## config.mk

```make
export PLATFORM = sky130hd
export DESIGN_NAME = pipe_skid_reg
export DESIGN_NICKNAME = d
export VERILOG_FILES = /design/src/rtl/pipe_skid_reg.sv
export SDC_FILE = /design/constraint.sdc
export NUM_CORES = 1
export LEC_CHECK = 0
export ABC_AREA = 0
export CORE_ASPECT_RATIO = 0.8
export CORE_MARGIN = 2
export CORE_UTILIZATION = 54
export DETAILED_ROUTE_END_ITERATION = 16
export PLACE_DENSITY = 0.85
export SETUP_SLACK_MARGIN = 0.2
export SYNTH_ARGS = -nofsm -noshare
export SYNTH_HDL_FRONTEND = slang
export SYNTH_SLANG_ARGS = --single-unit
```

## constraint.sdc

```tcl
create_clock -name clk -period 2.8 [get_ports clk]
set_input_delay 0.42 -clock clk [delete_from_list [all_inputs] [get_ports clk]]
set_output_delay 0.42 -clock clk [all_outputs]
set_load 0.05 [all_outputs]
```

## src/rtl/pipe_skid_reg.sv

```systemverilog
// ---------------------------------------------------------------------------
// pipe_skid_reg
//   Two-entry pipeline register (main + skid) for a valid/ready interface.
//   out_data/out_valid come straight from the main register. in_ready is a
//   registered function of occupancy, so it has no combinational path from
//   out_ready or in_valid. That keeps the ready path short across pipeline
//   stages. The block still gives one transfer per cycle in both directions
//   when neither side stalls.
//
// Parameters
//   DW          payload width
//   RESET_VALUE value loaded into both data registers on reset
// Ports
//   clk        clock, rising edge
//   rst        synchronous reset, active low
//   flush      synchronous discard of all held entries
//   in_valid   upstream offers in_data
//   in_ready   block can accept this cycle
//   in_data    upstream payload
//   out_valid  out_data holds a valid entry
//   out_ready  downstream accepts this cycle
//   out_data   downstream payload
//   count      number of held entries (0..2)
// ---------------------------------------------------------------------------
module pipe_skid_reg #(
    parameter int              DW          = 32,
    parameter logic [DW-1:0]   RESET_VALUE = '0
) (
    input  logic          clk,
    input  logic          rst,
    input  logic          flush,
    input  logic          in_valid,
    output logic          in_ready,
    input  logic [DW-1:0] in_data,
    output logic          out_valid,
    input  logic          out_ready,
    output logic [DW-1:0] out_data,
    output logic [1:0]    count
);

    // Occupancy state; skid is only ever valid in FULL, so the invariant
    // "skid valid implies main valid" holds by construction.
    typedef enum logic [1:0] {
        EMPTY = 2'd0,
        ONE   = 2'd1,
        FULL  = 2'd2
    } state_e;

    state_e        state_q, state_d;
    logic [DW-1:0] main_q, main_d;
    logic [DW-1:0] skid_q, skid_d;

    logic main_vld, skid_vld;
    logic in_xfer, out_xfer;

    assign main_vld  = (state_q != EMPTY);
    assign skid_vld  = (state_q == FULL);

    assign in_ready  = rst && !skid_vld;
    assign out_valid = main_vld;
    assign out_data  = main_q;
    assign count     = {1'b0, main_vld} + {1'b0, skid_vld};

    assign in_xfer   = in_valid && in_ready;
    assign out_xfer  = main_vld && out_ready;

    always_comb begin
        state_d = state_q;
        main_d  = main_q;
        skid_d  = skid_q;
        unique case (state_q)
            EMPTY: begin
                if (in_xfer) begin
                    main_d  = in_data;
                    state_d = ONE;
                end
            end
            ONE: begin
                if (in_xfer && out_xfer) begin
                    main_d = in_data;
                end else if (in_xfer) begin
                    skid_d  = in_data;
                    state_d = FULL;
                end else if (out_xfer) begin
                    state_d = EMPTY;
                end
            end
            FULL: begin
                // in_ready is low here, so only the drain side can move.
                if (out_xfer) begin
                    main_d  = skid_q;
                    state_d = ONE;
                end
            end
            default: state_d = EMPTY;
        endcase
        // Flush drops everything but leaves the data registers untouched.
        if (flush) begin
            state_d = EMPTY;
            main_d  = main_q;
            skid_d  = skid_q;
        end
    end

    always_ff @(posedge clk) begin
        if (!rst) begin
            state_q <= EMPTY;
            main_q  <= RESET_VALUE;
            skid_q  <= RESET_VALUE;
        end else begin
            state_q <= state_d;
            main_q  <= main_d;
            skid_q  <= skid_d;
        end
    end

endmodule
```

Word-level counts from Yosys, hierarchy flattened
Index checks and enable logic that the tools add are counted.
{ "totals": {"reg_bits": 66, "out_inout_bits": 36, "word_cells": 36} }
{ "op_classes": {"addsub": 1, "eq_ne": 7, "mux": 10, "n_bitwise": 3, "n_reduce_logical": 12} }
{ "ops": {"columns": ["op", "n"], "rows": [
  ["$mux 32", 3],
  ["$pmux 32 s3", 1],
  ["$mux 2", 5],
  ["$reduce_and 4->1", 2],
  ["$ne 2x2->1 const B", 3],
  ["$pmux 2 s3", 1],
  ["$reduce_and 5->1", 1],
  ["$logic_and 1x1->1", 4],
  ["$ne 3x3->1 const B", 1],
  ["$not 1->1", 3],
  ["$reduce_bool 3->1", 1],
  ["$add 1x1->2", 1],
  ["$eq 2x1->1 const B", 1],
  ["$eq 2x2->1 const B", 1],
  ["$logic_not 2->1", 1],
  ["$ne 2x1->1 const B", 1],
  ["$reduce_bool 2->1", 1],
  ["$reduce_or 2->1", 1],
  ["$logic_not 1->1", 1]
]} }

Logic depth before layout (Yosys ltp)
{ "logic_depth": {"word_depth": 7, "mapped_depth": 6} }

Least setup slack after synthesis
OpenSTA, ideal clock, no wires.
{ "synth_path": {"path_kind": "reg-to-output", "startpoint": "register state_q[0]", "endpoint": "output count[0]", "arrival_time_ps": 1679, "path_slack_ps": 701, "path_stages_with_launch": 6, "cell_sequence": "dfxtp_1 > clkbuf_1 > clkbuf_1 > or2_2 > ha_1 > inv_1"} }
{ "synth_via": {"elab_chain_cells": 2, "elab_cells_between_ends": 3, "cone_classes": "1 x add/sub; 1 x eq/ne; 1 x reduce/logical"} }
{ "synth_lines": {"columns": ["item", "line_no", "text"], "rows": [
  ["start: declaration", "49", "state_e state_q, state_d;"],
  ["start signal: assignment", "111", "state_q <= state_d;"],
  ["$reduce_bool 2->1", "56", "assign main_vld = (state_q != EMPTY);"],
  ["via out_valid", "35", "output logic out_valid,"],
  ["$add 1x1->2", "62", "assign count = {1'b0, main_vld} + {1'b0, skid_vld};"],
  ["end: declaration", "38", "output logic [1:0] count"]
]} }
The timed path passes the listed nets, and every way through them passes these cells.

Worst setup path after layout
{ "layout_path": {"startpoint": "register state_q[0]", "endpoint": "output count[0]"} }
{ "layout_via": {"elab_chain_cells": 2, "elab_cells_between_ends": 3, "cone_classes": "1 x add/sub; 1 x eq/ne; 1 x reduce/logical"} }
{ "layout_lines": {"columns": ["item", "line_no"], "rows": [
  ["$eq 2x2->1 / $reduce_bool 2->1 (equally long branches)", "57, 56"],
  ["$add 1x1->2 *", "62"]
]} }
Mark *: on every way between the ends. The rest lies on a longest branch, timed or not.

==> metrics.txt <==
TNS Setup 0 ns; crit path max fanout 28; outcome completed; layout filler cell count 445; crit path capture type output port; Antenna Cells 0; hold buffers post-CTS 0; RD Place Congestion 0.738; worst-skew pair later-pin latency 0.35 ns; largest net degree at the start of global routing 40; crit path launch type flop; sequential-to-total area share from yosys stat 41.0%; LEAKAGE about 1.6 nW; Clk pin slew, worst setup/hold paths ~0.07 ns; Final Power between 2 and 2.5 mW; Mapped Avg Cell Area slightly above 9 µm²; synth warn 0; Die W 90.3 µm; post-synth cell types 30; WL/cell approximately 16 µm; max-slew violations 0; Worst Path Arrival 1.92 ns; required time worst endpoint around 2.4 ns; most common cell after layout, fill and taps aside clkdlybuf4s50_1; Total Wirelength 7840 µm; postcts setup bufs 0; antenna violations before repair 0; DP Worst Slack 0.573 ns; Avg Vias per Cell 5.61; # clock sinks 66; GR Util All Layers 24.5%; Buffers on Ports 72; share of cells above drive strength 1 about 17%; total placed instance area 3960 µm²; final worst setup slack 0.457 ns; post-synth net total 392; maximum capacitance violations 0; global route overflow 0; CTS tree built; total CTS buffers 9; FP Rows 25; pwr/cell area approximately 520 nW/µm²; die extent in y 73.1 µm; I/O pin total 73; first drt pass iteration count 5; Post-Route Skew 0.00782 ns; post-CTS sizing 0; max_slew headroom about 46%; Final Hold Viols 0; Period minus WS final 2.34 ns; RSZ-0062 raised after global routing no; HPWL after DPL approximately 4800 µm; clk buf depth 2; drt first-iter violations 237; core area roughly 5800 µm²; vias in the first global route 2588; Syn Inst Count 354; final setup vio count 0; via count 2796; #FFs+latches synth 66; Slew @ Worst Pin ~0.81 ns; drt drc 0; Final #Nets 450; most frequent cells in the layout 67 x clkdlybuf4s50_1, 66 x dfxtp_1, 35 x nand2_1, 33 x o21ai_0; Post-Syn Area about 3200 µm²; layout overhead on the synthesized area 29.8%; post-route ant nets 0; first-pass GRT wire length 12700 µm; Fmax between 400 and 500 MHz; root buffer cell clkbuf_8; fin crit share 83.7%; maximum vdd drop 0.000388 V; Starting Density ~55%; die area 6600 µm²; crit path kind reg2out; fin area 4180 µm²; min-delay worst type reg2reg; H-tree Lvls 3
critical path, cell delays in order, from the launching register on:
cell      delay (ns)
dfxtp_1         0.85
nand2b_1        0.24
ha_1            0.25
inv_1           0.09
buf_12          0.14
flip-flops by register name, indices dropped and copies added, names as in the netlist:
register  count
skid_q       32
out_data     32
state_q       2
metal layers:
layer  track usage, %  routed length (µm)  vias up
li1                 -                   -     1394
met1             31.8                3550     1300
met2             39.4                3670       96
met3             8.68                 576        6
met4             6.15                  47        0
met5                0                   0        -
final cells by class:
cell class,count,area (µm²),area share (%)
multi-input cells,246,1700,40.7
clock buffers,13,179,4.28
clock inverters,3,45.0,1.08
flip-flops and latches,66,1320,31.6
inverters,4,15.0,0.359
well taps,81,101,2.42
repair buffers,85,816,19.5
stage by stage:
step	utilization [%]	hold slack, ns	instances
after CTS	71.5	0.461	498
after global placement	67.6	0.445	482
after floorplan	-	0.448	354
after detailed placement	67.6	0.451	482
after global routing	71.5	0.482	498
final	71.5	0.457	498
cell usage after synthesis (all sizes together):
cell type  number  area, µm²
a21boi         32        240
a21oi           3       15.0
a221oi          1       8.76
and2            2       12.5
and3            1       6.26
and3b           1       8.76
and4b           1       10.0
and4bb          1       12.5
buf            15       93.8
clkbuf         23       86.3
clkinv          1       3.75
dfxtp          66       1320
ha              1       12.5
inv             3       11.3
mux2i          32        320
nand2          35        131
nand2b          1       6.26
nand3          32        160
nor2b           1       6.26
nor3            1       5.00
nor4b           1       23.8
o211ai         32        240
o21ai          33        165
o31ai           1       21.3
or2             1       6.26
or3b           32        280
or4b            1       10.0
logic make-up after synthesis:
group,share of synthesized area (%)
adder cells (fa/ha/maj),0.389
flip-flops,41.0
AO/OA/AOI/OAI,21.5
buffers and inverters,6.06
AND/OR/NAND/NOR,21.1
multiplexers,9.95
power by group:
part / switching (mW) / leakage, nW / internal (mW) / total (mW)
clock: 0.366 / 0.108 / 0.508 / 0.875
combinational: 0.193 / 0.911 / 0.141 / 0.334
sequential: 0.0178 / 0.535 / 0.963 / 0.981
final timing paths:
kind         slack (ns)   startpoint            to  depth (start not counted)
max                0.46   state_q[0]      count[0]                          4
min                0.46  out_data[3]   out_data[3]                          2
max reg2reg        0.64   state_q[1]  out_data[16]                          5
min reg2reg        0.46  out_data[3]   out_data[3]                          2
Note: power is estimated with default switching activity, not from simulation.
